--- src/rtl/serial_subtractor_pkg.sv ---
// Shared types and helpers for the bit-serial subtractor.
package serial_subtractor_pkg;

    // Transaction phases: waiting for operands, shifting bits, presenting result.
    typedef enum logic [1:0] {
        IDLE = 2'd0,
        RUN  = 2'd1,
        DONE = 2'd2
    } state_e;

    // Bit counter width; a 1-bit operand still needs a 1-bit counter.
    function automatic int unsigned cnt_width(input int unsigned width);
        return (width > 1) ? $clog2(width) : 1;
    endfunction

endpackage

--- src/rtl/serial_subtractor_full_subtractor.sv ---
// One-bit full subtractor cell: diff = x - y - bin, with borrow out.
module full_subtractor (
    input  logic x,
    input  logic y,
    input  logic bin,
    output logic diff,
    output logic bout
);

    // Borrow when the minuend bit is smaller than subtrahend plus incoming borrow.
    always_comb begin
        diff = x ^ y ^ bin;
        bout = (~x & y) | (~(x ^ y) & bin);
    end

endmodule

--- src/rtl/serial_subtractor.sv ---
// Bit-serial two's-complement subtractor, LSB first, one bit per clock.
// A single full_subtractor cell is reused across all WIDTH bit positions.
module serial_subtractor
    import serial_subtractor_pkg::*;
#(
    parameter int WIDTH = 8
) (
    input  logic             clk,
    input  logic             rst,
    input  logic             in_valid,
    output logic             in_ready,
    input  logic [WIDTH-1:0] a,
    input  logic [WIDTH-1:0] b,
    input  logic             bin,
    output logic             out_valid,
    input  logic             out_ready,
    output logic [WIDTH-1:0] d,
    output logic             bout
);

    localparam int unsigned     CW       = cnt_width(WIDTH);
    localparam logic [CW-1:0]   CNT_LAST = CW'(WIDTH - 1);

    state_e           state_q, state_d;
    logic [WIDTH-1:0] a_sr_q, a_sr_d;
    logic [WIDTH-1:0] b_sr_q, b_sr_d;
    logic [WIDTH-1:0] d_sr_q, d_sr_d;
    logic             borrow_q, borrow_d;
    logic [CW-1:0]    cnt_q, cnt_d;

    logic             cell_diff;
    logic             cell_bout;
    logic [WIDTH-1:0] d_shift;

    full_subtractor u_cell (
        .x    (a_sr_q[0]),
        .y    (b_sr_q[0]),
        .bin  (borrow_q),
        .diff (cell_diff),
        .bout (cell_bout)
    );

    // New difference bit enters at the MSB so the LSB-first stream ends up in order.
    generate
        if (WIDTH == 1) begin : g_shift_w1
            assign d_shift = cell_diff;
        end else begin : g_shift_wn
            assign d_shift = {cell_diff, d_sr_q[WIDTH-1:1]};
        end
    endgenerate

    // State, shift registers, borrow and counter; reset aborts any transaction.
    always_ff @(posedge clk or posedge rst) begin
        if (rst) begin
            state_q  <= IDLE;
            a_sr_q   <= '0;
            b_sr_q   <= '0;
            d_sr_q   <= '0;
            borrow_q <= 1'b0;
            cnt_q    <= '0;
        end else begin
            state_q  <= state_d;
            a_sr_q   <= a_sr_d;
            b_sr_q   <= b_sr_d;
            d_sr_q   <= d_sr_d;
            borrow_q <= borrow_d;
            cnt_q    <= cnt_d;
        end
    end

    // Next-state logic: load in IDLE, shift one bit per RUN cycle, hold in DONE.
    always_comb begin
        state_d  = state_q;
        a_sr_d   = a_sr_q;
        b_sr_d   = b_sr_q;
        d_sr_d   = d_sr_q;
        borrow_d = borrow_q;
        cnt_d    = cnt_q;
        case (state_q)
            IDLE: begin
                if (in_valid) begin
                    a_sr_d   = a;
                    b_sr_d   = b;
                    borrow_d = bin;
                    cnt_d    = '0;
                    state_d  = RUN;
                end
            end
            RUN: begin
                a_sr_d   = a_sr_q >> 1;
                b_sr_d   = b_sr_q >> 1;
                d_sr_d   = d_shift;
                borrow_d = cell_bout;
                cnt_d    = cnt_q + CW'(1);
                if (cnt_q == CNT_LAST) begin
                    state_d = DONE;
                end
            end
            DONE: begin
                if (out_ready) begin
                    state_d = IDLE;
                end
            end
            default: begin
                state_d = IDLE;
            end
        endcase
    end

    // Handshake flags decode registered state only; result comes straight from registers.
    assign in_ready  = (state_q == IDLE);
    assign out_valid = (state_q == DONE);
    assign d         = d_sr_q;
    assign bout      = borrow_q;

endmodule

--- config.mk ---
export PLATFORM = sky130hd
export DESIGN_NAME = serial_subtractor
export DESIGN_NICKNAME = d
export VERILOG_FILES = /design/src/rtl/serial_subtractor_pkg.sv /design/src/rtl/serial_subtractor_full_subtractor.sv /design/src/rtl/serial_subtractor.sv
export SDC_FILE = /design/constraint.sdc
export NUM_CORES = 1
export LEC_CHECK = 0
export CORE_ASPECT_RATIO = 1.75
export CORE_MARGIN = 2
export CORE_UTILIZATION = 52
export CTS_BUF_LIST = sky130_fd_sc_hd__clkbuf_2
export DETAILED_ROUTE_END_ITERATION = 8
export PLACE_DENSITY = 0.82
export SLEW_MARGIN = 20
export SYNTH_ARGS = -nofsm -noshare
export SYNTH_HDL_FRONTEND = slang
export SYNTH_SLANG_ARGS = --single-unit
--- constraint.sdc ---
create_clock -name clk -period 1.7 [get_ports clk]
set_input_delay 0.51 -clock clk [delete_from_list [all_inputs] [get_ports clk]]
set_output_delay 0.51 -clock clk [all_outputs]
set_load 0.02 [all_outputs]
; ---- Yosys cells after proc, flatten, opt, wreduce, memory -nomap -nowiden
; Cells that the tools add are included.
[word_totals]
reg_bits = 30
input_bits = 21
out_inout_bits = 11
wordCells = 36
[op_classes]
add_sub_neg = 1
eq_ne = 6
muxes = 12
bitwise_logic = 7
reduce_logical = 4
[ops]
columns = op, n
row1 = 8-bit one-hot mux with 2 select lines, 2
row2 = 8-bit two-way mux, 2
row3 = 2-bit two-way mux, 3
row4 = 2-bit one-hot mux with 3 select lines, 1
row5 = 3-bit one-hot mux with 2 select lines, 1
row6 = 2-bit != test (second input constant), 2
row7 = 3-bit by 1-bit adder with 3-bit output (second input constant), 1
row8 = 3-bit equality test (second input constant), 1
row9 = 3-bit two-way mux, 1
row10 = 3-bit AND reduction, 1
row11 = 1-bit AND, 2
row12 = 2-bit by 1-bit equality test with 1-bit output (second input constant), 1
row13 = 2-bit equality test (second input constant), 1
row14 = 2-bit logical NOT, 1
row15 = 2-bit by 1-bit != test with 1-bit output (second input constant), 1
row16 = 1-bit inverter, 2
row17 = 1-bit one-hot mux with 2 select lines, 1
row18 = 2-bit AND reduction, 1
row19 = 2-bit nonzero test, 1
row20 = 1-bit XOR, 2
row21 = 1-bit two-way mux, 1
row22 = 1-bit OR, 1

; ---- Depth between registers and ports, before layout
[logic_depth]
depth_word = 5
ltp_mapped = 4

; ---- Cells and area by module
; From an unflattened synthesis, not the netlist that was laid out.
[hier_totals]
hier_cells = 153
hier_area_um2 = 1511.4
[modules_own_cells]
columns = mod, instances, cells_each, area_each_um2
row1 = serial_subtractor, 1, 149, 1480.2
row2 = full_subtractor, 1, 4, 31.3

; ---- Worst setup path before layout
; No wires, ideal clock.
[synth_path]
kind = flip-flop to output port
from = reg state_q[0]
to = out out_valid
arrival_ns = 0.896
required_ns = 1.190
slack_ns = 0.294
path_stages_with_launch = 3
n_path_buf = 1
path_cell_list = dfrtp_1 > buf_6 > nor2b_1
[synth_between]
elab_chain_cells = 1
[synth_rtl]
columns = item, line_no
row1 = start: declaration, serial_subtractor.sv:24  ; state_e state_q, state_d;
row2 = start signal: assignment, serial_subtractor.sv:62  ; state_q <= state_d;
row3 = 2-bit equality test, serial_subtractor.sv:112  ; assign out_valid = (state_q == DONE);
row4 = end: declaration, serial_subtractor.sv:15  ; output logic out_valid,
; Every way passes these cells.

; ---- Worst setup path in the final report
[layout_path]
from = reg state_q[1]
to = out in_ready
[layout_between]
elab_chain_cells = 1
[layout_rtl]
columns = item, line_no
row1 = 2-bit logical NOT, serial_subtractor.sv:111  ; assign in_ready = (state_q == IDLE);
row2 = end: declaration, serial_subtractor.sv:11  ; output logic in_ready,
; Every way passes these cells.

==> flow_metrics.tcl <==
set metrics [dict create \
    unique_cell_type_count_in_the_yosys_netlist 28 \
    tightest_slew_ns 0.283 \
    detailed_placement_hpwl_mm 2.05 \
    outcome "finished clean" \
    ys_warn_count 0 \
    yosys_top_cell_area_share_pct 50.7 \
    clock-skew-final_ns 0.00749 \
    detailroute.via_count 1100 \
    grt_start_max_net_pins 33 \
    cellLeakagePower_nw 0.862 \
    cts_sinks 30 \
    ir_drop_mv 1.02 \
    route.detailed.drc 0 \
    crit_path_frequent_cell "buf_6" \
    die-area_sq_um 3310 \
    antenna_violating_nets_post_route 0 \
    global_route_wire_length_before_repair_mm 4.78 \
    clock_path_buffers 2 \
    design.core.area_sq_um 2720 \
    grt_antenna_before_repair 0 \
    final_wirelength_mm 2.94 \
    placement.io_buffers 31 \
    max_cap_check_violation_count 0 \
    design.portCount 32 \
    critPathBufInv 2 \
    timing.final.crit_period_ns 1.65 \
    via_count_of_the_first_global_routing_pass 1053 \
    drtIter0Drc 18 \
    synthesis.instances 122 \
    starting_density_pct 54.4 \
    critPathLaunchType "flip-flop" \
    min-delay-path-class "input port to asynchronous set/reset pin" \
    cp_slowest_stage_delay_ns 0.43 \
    route.detailed.wl_per_inst_microns 15.5 \
    crit_arrival_ns 1.14 \
    cell_area_after_layout_sq_um 1920 \
    critPathTopFamily "flip-flops" \
    hold_buf_cts 0 \
    cts_max_level 2 \
    cts_made_buffers 5 \
    endpoint_kind "output port" \
    rows 25 \
    post_synth_instance_area_sq_um 1480 \
    hold_ws_ns 0.450 \
    slew_headroom_pct 80.9 \
    p_per_area_nw_per_um2 1670 \
    leading_cell_type_in_the_layout_fill_and_taps_excluded "dfrtp_1" \
    final-setup-viol-count 0 \
    critical_path_class "flip-flop to output port" \
    antenna_cell_count 0 \
    synth_area_leader_cell "dfrtp_1" \
    critical_path.slowest_cell "dfrtp_1" \
    gr-usage-all-layers_pct 20.2 \
    max_freq_mhz 604 \
    post_dp_cell_area_sq_um 1850 \
    worstSkewPairLatency_ns 0.37 \
    post-route-period-util_pct 97.3 \
    report.final.hold_viol_count 0 \
    cts_tree "done" \
    postSynthAreaPerCell_sq_um 12.1 \
    layout.cells.most_common_list "dfrtp_1 (29), clkdlybuf4s50_1 (20), inv_1 (12), nor3b_1 (11), buf_4 (11)" \
    util_after_layout_pct 70.4 \
    power.total_mw 3.20 \
    drtPass1Iterations 4 \
    fp.dieW_microns 44.3 \
    global_route.overflow_total 0 \
    globalplace.congestion 0.782 \
    synth_sequential_area_ratio_pct 50.7 \
    clk_root_buffer_cell "clkbuf_2" \
    viasPerCell 5.79 \
    critical_path_peak_fanout 3 \
    vertical_die_dimension_microns 74.6 \
    critical_path_required_ns 1.19 \
    layout-drive-gt1-share_pct 24.5 \
    rsz0062_at_grt "yes" \
    ordered_list_of_cells_on_the_worst_path "buf_6, nor2_4, buf_6" \
    filler_cell_count 214 \
    flow.area_growth_from_synthesis_pct 29.3 \
    setup_tns_ns 0 \
    clkTransAtPathRegs_ns 0.15 \
    drv_slew 0 \
    design.final.nets 186 \
    synth.top_cells.by_area "dfrtp_1 (51%), mux2_2 (6.1%), nor3b_1 (5.6%)" \
    postSynthRegisterBits 30 \
    syn-num-nets 146 \
]
==> what timing repair did <==
item / in CTS / in global routing
resized for setup: 23 / 4
setup endpoints to repair: 11 / 9
setup buffers: 1 / 1
pin swaps: 1 / 0
endpoints found under the hold margin: 0 / 0
==> flip-flops by register name (all words and copies together) (netlist names) <==
name     count
d            8
state_q      2
cnt_q        3
b_sr_q       8
a_sr_q       8
bout         1
==> path summary, 6_finish.rpt <==
check,from,endpoint,slack (ns),cells after the start
worst max-delay path,state_q[1],in_ready,0.05,3
worst min-delay path,rst,d[6],0.45,3
worst max register to register,state_q[1],d[5],0.11,5
worst min register to register,cnt_q[0],cnt_q[0],0.51,1
max in group asynchronous,rst,state_q[0],1.08,3
min in group clk,cnt_q[0],cnt_q[0],0.51,1
==> cells by family after synthesis <==
logic type                 after synthesis  synth area share, %
AOI/OAI and AO/OA                       23                 13.6
muxes                                    9                 6.76
DFF                                     30                 50.7
and+or+nand+nor                         34                 18.3
adders and majority gates                3                 3.04
buffers and inverters                   23                 7.60
==> power breakdown <==
group          internal [mW]  switching [mW]  total (mW)  leakage, nW
clock                  0.101           0.245       0.346       0.0304
combinational          0.829           0.751        1.58        0.481
sequential              1.06           0.209        1.27        0.350
==> metal layers <==
metal	track usage [%]	vias to the layer above	wire length, microns
met4	9.09	0	62
li1	-	529	-
met3	5.58	6	146
met1	25.1	535	1230
met5	0	-	0
met2	32.2	30	1500
==> through the flow <==
step                cells  setup WS (ns)
floorplan             122          0.294
global placement      180         -0.107
detailed placement    180         -0.186
CTS                   189      -0.000270
global route          190        -0.0252
finish                190         0.0453
==> area by class of cell <==
class,count,area [sq um],area share (%)
tap,27,33.8,1.76
sequential,30,752,39.3
timing repair buffer,44,415,21.7
clock inverter,2,8.76,0.457
multi-input combinational,69,631,32.9
clock buffer,6,30.0,1.57
inverter,12,45.0,2.35
==> cells in the mapped netlist <==
cell      instances
a211o_1           2
a211oi_1          8
a21oi_1           1
a221oi_1          1
a222oi_1          1
a22o_1            3
buf_2             2
buf_4             2
buf_6             2
clkbuf_1          4
clkbuf_2          1
dfrtp_1          30
fa_1              1
ha_1              2
inv_1            12
mux2_2            8
mux2i_1           1
nand2b_1          2
nor2_1            1
nor2b_1           4
nor3b_1          11
nor4b_1           8
nor4bb_1          2
o21ba_2           1
o21bai_1          1
o221a_2           5
or2b_1            1
or4b_1            5
==> worst reg2reg max path, stage by stage (launching register included) <==
cell and delay (ns):
dfrtp_1 0.43, buf_6 0.13, buf_4 0.20, nor2b_2 0.18, buf_4 0.20, mux2_2 0.35
Power figures use the tool's default switching activity.
